**src/rtl/din_packer.sv**
```systemverilog
`default_nettype none
// ============================================================================
// Module   : din_packer
// Brief    : Packs a byte stream into 8-lane groups with valid/busy handshakes.
//            Optional short-group flush on in_last when PACKER_FLUSH_EN is set.
// Revision : 1.0 - initial release
// ============================================================================
module din_packer (
  input  logic       clk,
  input  logic       rst,
  output logic       in_busy,
  input  logic       in_vld,
  input  logic [7:0] in_data,
  input  logic       in_last,
  input  logic       out_busy,
  output logic       out_vld,
  output logic [7:0] out_data_a,
  output logic [7:0] out_data_b,
  output logic [7:0] out_data_c,
  output logic [7:0] out_data_d,
  output logic [7:0] out_data_e,
  output logic [7:0] out_data_f,
  output logic [7:0] out_data_g,
  output logic [7:0] out_data_h
);

  logic [2:0] r_idx;
  logic [7:0] r_acc [7];
  logic [7:0] r_out [8];
  logic       r_vld;

  logic [7:0] w_lane [8];
  logic       w_last;
  logic       w_complete;
  logic       w_accept;
  logic       w_load;
  logic       w_xfer;

`ifdef PACKER_FLUSH_EN
  assign w_last = in_last;
`else
  logic w_unused_last;
  assign w_unused_last = in_last;
  assign w_last        = 1'b0;
`endif

  // A completing byte can only stall when the output register is still occupied.
  assign w_complete = (r_idx == 3'd7) || w_last;
  assign in_busy    = !rst && w_complete && r_vld && out_busy;
  assign w_accept   = in_vld && !in_busy;
  assign w_load     = w_accept && w_complete;
  assign w_xfer     = r_vld && !out_busy;

  // Lanes below idx come from the accumulator, lane idx takes the live byte,
  // lanes above idx are zero (only reachable on a flushed short group).
  always_comb begin
    for (int j = 0; j < 7; j++) begin
      if (r_idx > 3'(j)) begin
        w_lane[j] = r_acc[j];
      end else if (r_idx == 3'(j)) begin
        w_lane[j] = in_data;
      end else begin
        w_lane[j] = 8'h00;
      end
    end
    w_lane[7] = (r_idx == 3'd7) ? in_data : 8'h00;
  end

  always_ff @(posedge clk) begin
    if (rst) begin
      r_idx <= 3'd0;
      r_vld <= 1'b0;
      for (int j = 0; j < 7; j++) begin
        r_acc[j] <= 8'h00;
      end
      for (int j = 0; j < 8; j++) begin
        r_out[j] <= 8'h00;
      end
    end else begin
      if (w_accept) begin
        if (w_complete) begin
          r_idx <= 3'd0;
        end else begin
          r_idx <= r_idx + 3'd1;
        end
      end
      for (int j = 0; j < 7; j++) begin
        if (w_accept && !w_complete && (r_idx == 3'(j))) begin
          r_acc[j] <= in_data;
        end
      end
      if (w_load) begin
        for (int j = 0; j < 8; j++) begin
          r_out[j] <= w_lane[j];
        end
        r_vld <= 1'b1;
      end else if (w_xfer) begin
        r_vld <= 1'b0;
      end
    end
  end

  assign out_vld    = r_vld;
  assign out_data_a = r_out[0];
  assign out_data_b = r_out[1];
  assign out_data_c = r_out[2];
  assign out_data_d = r_out[3];
  assign out_data_e = r_out[4];
  assign out_data_f = r_out[5];
  assign out_data_g = r_out[6];
  assign out_data_h = r_out[7];

endmodule
`default_nettype wire
```
**config.mk**
```make
export PLATFORM = sky130hd
export DESIGN_NAME = din_packer
export DESIGN_NICKNAME = d
export VERILOG_FILES = /design/src/rtl/din_packer.sv
export SDC_FILE = /design/constraint.sdc
export NUM_CORES = 1
export LEC_CHECK = 0
export CORE_UTILIZATION = 54
export CTS_CLUSTER_SIZE = 14
export DETAILED_ROUTE_END_ITERATION = 6
export GPL_ROUTABILITY_DRIVEN = 0
export PLACE_DENSITY_LB_ADDON = 0.1
export SLEW_MARGIN = 15
export SYNTH_ARGS = -nofsm -noshare
export SYNTH_HDL_FRONTEND = slang
export SYNTH_SLANG_ARGS = --single-unit
```
**constraint.sdc**
```tcl
create_clock -name clk -period 2.9 [get_ports clk]
set_clock_uncertainty 0.05 [all_clocks]
set_input_delay 0.87 -clock clk [delete_from_list [all_inputs] [get_ports clk]]
set_output_delay 0.87 -clock clk [all_outputs]
set_load 0.05 [all_outputs]
```
==> out/results.tsv, run 1 <==
stage	metric	value	unit
clock_tree	cts_sinks	124	
sta	min_period	2.78	ns
global_routing	grt_max_degree	37	
pwr	ir_drop	453	uV
clock_tree	clkSlewWorstSetupHoldPaths	0.06	ns
floorplanning	ioPinCount	79	
place	place_ws	0.176	ns
sta	hold_violations	0	
worst_setup_path	crit_slowest_cell	dfxtp_1	
clock_tree	h-tree-depth	4	
layout	fillerInstances	648	
sta	slew_viol_final	0	
yosys	syn_area	5280	sq um
floorplanning	rows	35	
worst_setup_path	worst-setup-path-type	flop to output pin	
detailed_routing	firstDrtPassIters	5	
layout	mostFrequentLayoutCells	edfxtp_1 (120), clkdlybuf4s50_1 (76), nor2_1 (74), nand2_1 (50), a21oi_1 (41)	
detailed_routing	vias_per_cell	5.50	
layout	drive_above_1_share	13.9	%
yosys	async_reset_ff_share	0	%
global_routing	grt_pass1_wl	18300	um
worst_setup_path	cp_top_family	adder cells	
clock_tree	cts_buffers	17	
worst_setup_path	reg2reg_from	r_idx[0]	
floorplanning	core_area	9370	sq um
yosys	synth_cell_types	34	
floorplanning	die_area	10200	sq um
worst_setup_path	slowest_delay	0.33	ns
global_routing	overflow	0	
detailed_routing	vias	3643	
yosys	syn_nets	453	
hold_path	min_path_cells	2	
layout	layout.nets	539	
yosys	ys_ff_latch	124	
yosys	synth_area_per_cell	12.2	sq um
worst_setup_path	crit_path_end_kind	output pin	
yosys	synth-seq-area-share	69.8	%
worst_setup_path	rrSetupSlack	0.61	ns
worst_setup_path	path_buf_inv	2	
yosys	netlist_instances	434	
run	cap_violations	0	
hold_path	min_from	r_acc[6][4]	
detailed_routing	ant_nets	0	
worst_setup_path	critPathRequiredTime	1.98	ns
place	portBuffers	77	
sta	setup_tns	0	ns
detailed_routing	drt-total-wl	12100	um
detailed_routing	drc	0	
layout	syn2layout_area_growth	29.2	%
sta	timing.fmax	360	MHz
clock_tree	cts_setup_buffers	0	
floorplanning	start_util	56.3	%
worst_setup_path	worstPathMaxFanout	9	
detailed_routing	drtIter0Drc	298	
pwr	p_per_area	656	nW/um^2
clock_tree	postCtsHoldBufs	0	
worst_setup_path	start_kind	flop	
global_routing	grt_pass1_vias	3533	
yosys	synth_edf_count	120	
worst_setup_path	cp.arrival	1.86	ns
clock_tree	insertion_delay	0.51	ns
layout	antennaDiodeCount	0	
worst_setup_path	r2r_cells	6	
detailed_routing	wl_per_cell	18.3	um
worst_setup_path	crit_path_cell_trace	ha_1 > ha_2 > clkinv_2 > nor3_2 > buf_12	
sta	worst_pin_slew	0.593	ns
place	hpwlAfterDp	7510	um
sta	fin_crit_sh	95.9	%
yosys	ys.warnings.count	0	
clock_tree	cts_tree	built	
layout	final_common_cell	edfxtp_1	
clock_tree	clk_path_buf_depth	2	
layout	multi_input_area	1370	sq um
sta	setup_viol	0	
hold_path	min_delay_worst_endpoint	r_out[0][52]	
outcome	status	completed	
global_routing	track_usage	25.4	%
layout	regArea	3680	sq um
pwr	power.leakage	0.00244	uW
worst_setup_path	rr_endpoint	r_acc[1][7]	
global_routing	antenna_found_initial	0	
yosys	synth_flop_cell	edfxtp_1	
sta	rsz0062_at_grt	false	
hold_path	hold_path_class	flop to flop	
clock_tree	root_buffer	clkbuf_8	
floorplanning	die_h	101	um
floorplanning	fp.dieW	101	um
sta	layout_setup_ws	0.118	ns
sta	relSlewSlack	60.4	%
[worst max path at each step]
stage	from	to	slack [ns]	depth (start not counted)
after floorplan	rst	in_busy	0.13	3
after global placement	out_busy	in_busy	0.17	4
after detailed placement	out_busy	in_busy	0.18	4
after CTS	r_idx[0]	in_busy	0.05	5
after global routing	r_idx[0]	in_busy	0.02	5
final	r_idx[1]	in_busy	0.12	5
[logic make-up after synthesis]
group,share of synthesized area [%]
flops,69.8
mux,1.52
buf+inv,4.36
compound gates,8.58
fa+ha+maj,1.42
simple gates,14.3
[what timing repair did]
action | CTS | global route
resized for setup | 1 | 1
setup endpoints to repair | 1 | 1
hold endpoints to repair | 0 | 0
[stage by stage]
step	hold slack [ns]	total power [uW]	cells	area, sq um	utilization [%]
floorplan	0.484	2420	434	5280	-
global placement	0.511	2580	630	6270	67.0
detailed placement	0.511	2590	630	6270	67.0
CTS	0.521	4470	662	6810	72.7
global route	0.558	4590	662	6820	72.7
finish	0.518	4470	662	6820	72.7
[cell usage after synthesis, drive strengths merged (2+ instances only)]
master    n  share of area (%)
nand3b    9                1.3
buf      19                2.2
nor2     74                5.3
nand3     3               0.38
o21ai    25                2.4
inv      11               0.78
clkbuf   19                1.4
ha        6                1.4
edfxtp  120                 68
nand2    54                4.0
nand2b   15                1.8
mux2i     8                1.5
a311oi    2               0.33
a22oi     8                1.1
nand4     2               0.64
nor2b     5               0.59
a21oi    41                3.9
dfxtp     4                1.5
[layer usage]
layer | vias up | part of all wire [%] | track usage, %
met5 | - | 0 | 0
met4 | 0 | 3.6 | 13.9
met3 | 30 | 9.7 | 7.49
met2 | 191 | 47 | 39.3
met1 | 1729 | 40 | 32.3
li1 | 1693 | - | -
[tightest hold or removal path, cell delays in order (launching register included)]
cell	delay, ns
edfxtp_1	0.32
mux2i_1	0.06
nor2_1	0.08
[power breakdown]
group | switching, uW | leakage (uW) | internal [uW]
combinational | 340 | 0.000906 | 151
sequential | 21.4 | 0.00128 | 2050
clock | 781 | 0.000258 | 1130
[area by class of cell]
type                    count  area share (%)
multi-input cells         260            20.1
inverters                  12           0.679
repair buffers            105            14.9
clock inverters            15            1.82
clock buffers              17            6.08
well taps                 129            2.37
flip-flops and latches    124            54.0
[sequential cells by signal (all words and copies together), names as in the netlist]
register  flops
out_vld       1
r_acc        56
r_idx         3
r_out        64
(Power assumes the default switching activity.)
==> run 2: changes to the inputs <==
- GPL_TIMING_DRIVEN: not set -> 0
==> run 2 against run 1 <==
Cell count grew 0.15%. Combinational power shrank 3%. First-iteration DRC count grew 11%. Cell area shrank 0.48%. Routed wire length grew 1.6%. Sequential cell count is the same.
==> out/results.tsv, run 2 (synthesis gave the netlist of run 1 again) <==
stage	metric	value	unit
outcome	status	completed	
sta	fin_hold_ws	0.518	ns
layout	layout.nets	540	
layout	design_area	6780	sq um
floorplanning	rows	35	
sta	hold_violations	0	
layout	fillerInstances	667	
detailed_routing	wl_per_cell	18.6	um
floorplanning	fp.dieW	101	um
worst_setup_path	worstPathMaxFanout	5	
layout	final_common_cell	edfxtp_1	
floorplanning	die_area	10200	sq um
clock_tree	h-tree-depth	4	
clock_tree	cts_setup_buffers	0	
worst_setup_path	start_kind	input pin	
detailed_routing	firstDrtPassIters	5	
sta	min_period	2.86	ns
sta	slew_viol_final	0	
worst_setup_path	critPathRequiredTime	1.98	ns
layout	drive_above_1_share	12.5	%
pwr	p_per_area	696	nW/um^2
detailed_routing	drc	0	
detailed_routing	drtIter0Drc	330	
layout	largest_reg_flops	64	
worst_setup_path	cp.arrival	1.94	ns
worst_setup_path	worst-setup-path-type	input pin to output pin	
sta	relSlewSlack	53.0	%
floorplanning	core_area	9370	sq um
floorplanning	ioPinCount	79	
floorplanning	die_h	101	um
worst_setup_path	r2r_cells	6	
worst_setup_path	crit_path_end_kind	output pin	
clock_tree	postCtsHoldBufs	0	
pwr	power.leakage	0.00243	uW
sta	timing.fmax	350	MHz
global_routing	grt_pass1_wl	18500	um
clock_tree	clk_path_buf_depth	2	
global_routing	grt_max_degree	35	
clock_tree	cts_sinks	124	
global_routing	track_usage	25.9	%
layout	syn2layout_area_growth	28.5	%
global_routing	antenna_found_initial	0	
place	portBuffers	68	
clock_tree	root_buffer	clkbuf_8	
layout	fin_cells	663	
clock_tree	insertion_delay	0.52	ns
sta	layout_setup_ws	0.0433	ns
run	cap_violations	0	
detailed_routing	ant_nets	0	
global_routing	grt_pass1_vias	3483	
place	hpwlAfterDp	7600	um
sta	rsz0062_at_grt	false	
layout	mostFrequentLayoutCells	edfxtp_1 (120), nor2_1 (74), clkdlybuf4s50_1 (66), nand2_1 (50), a21oi_1 (41)	
layout	fin_util	72.4	%
sta	worst_pin_slew	0.705	ns
clock_tree	cts_tree	built	
layout	antennaDiodeCount	0	
sta	fin_crit_sh	98.5	%
detailed_routing	vias_per_cell	5.58	
clock_tree	cts_resized	13	
detailed_routing	drt-total-wl	12300	um
clock_tree	cts_buffers	17	
floorplanning	start_util	56.3	%
hold_path	hold_path_class	flop to flop	
global_routing	overflow	0	
layout	top_register	r_out	
pwr	ir_drop	446	uV
place	place_inst	632	
detailed_routing	vias	3697	
sta	setup_viol	0	
place	place_ws	-0.891	ns
clock_tree	clkSlewWorstSetupHoldPaths	0.06	ns
place	placed_area	6150	sq um
layout	biggestRegsByFlops	r_out (64), r_acc (56), r_idx (3)	
hold_path	min_path_cells	2	
## run 2: changes by cell type in the layout (fill, tap and decap cells not counted), sizes merged
cell	change
buf	-8
clkdlybuf4s50	-10
clkinv	-2
clkbuf	+18
clkinvlp	-1
dlymetal6s2s	+1
bufinv	+3
## run 2: area by class of cell
cell class / instances / area [sq um] / area share [%]
repair buffers: 69 / 704 / 10.4
inverters: 12 / 47.5 / 0.701
well taps: 129 / 161 / 2.38
multi-input cells: 260 / 1390 / 20.4
clock inverters: 15 / 196 / 2.90
flip-flops and latches: 124 / 3690 / 54.3
clock buffers: 17 / 414 / 6.10
plain buffers: 37 / 188 / 2.77
## run 2: metrics by stage
stage          setup TNS (ns)  total power [uW]
2_1_floorplan               0              2420
3_5_place_dp           -13.49              2580
6_report                    0              4720
4_1_cts                     0              4720
5_1_grt                     0              4840
3_3_place_gp           -55.43              2560
## run 2: routing by layer
layer / GRT usage, % / routed length [um] / up-vias
met3: 8.32 / 1320 / 27
li1: - / - / 1699
met2: 39.8 / 5870 / 188
met5: 0 / 0 / -
met4: 12.7 / 317 / 0
met1: 33.4 / 4820 / 1783
## run 2: where the power goes
part	leakage, uW	total (uW)	switching [uW]	internal (uW)
sequential	0.00128	2070	23.9	2050
clock	0.000292	2170	780	1390
combinational	0.000858	475	340	135
total	0.00243	4720	1140	3580
## run 2: worst max-delay path, cell delays in order
cell,delay [ns]
clkdlybuf4s50_1,0.49
nand2_1,0.19
nor3_4,0.19
buf_6,0.18
## run 2: worst paths after layout
kind | slack, ns | to | from
worst min register to register | 0.52 | r_out[0][50] | r_acc[6][2]
worst max-delay path | 0.04 | in_busy | out_busy
worst min-delay path | 0.52 | r_out[0][50] | r_acc[6][2]
worst max register to register | 0.80 | r_acc[5][6] | r_idx[0]
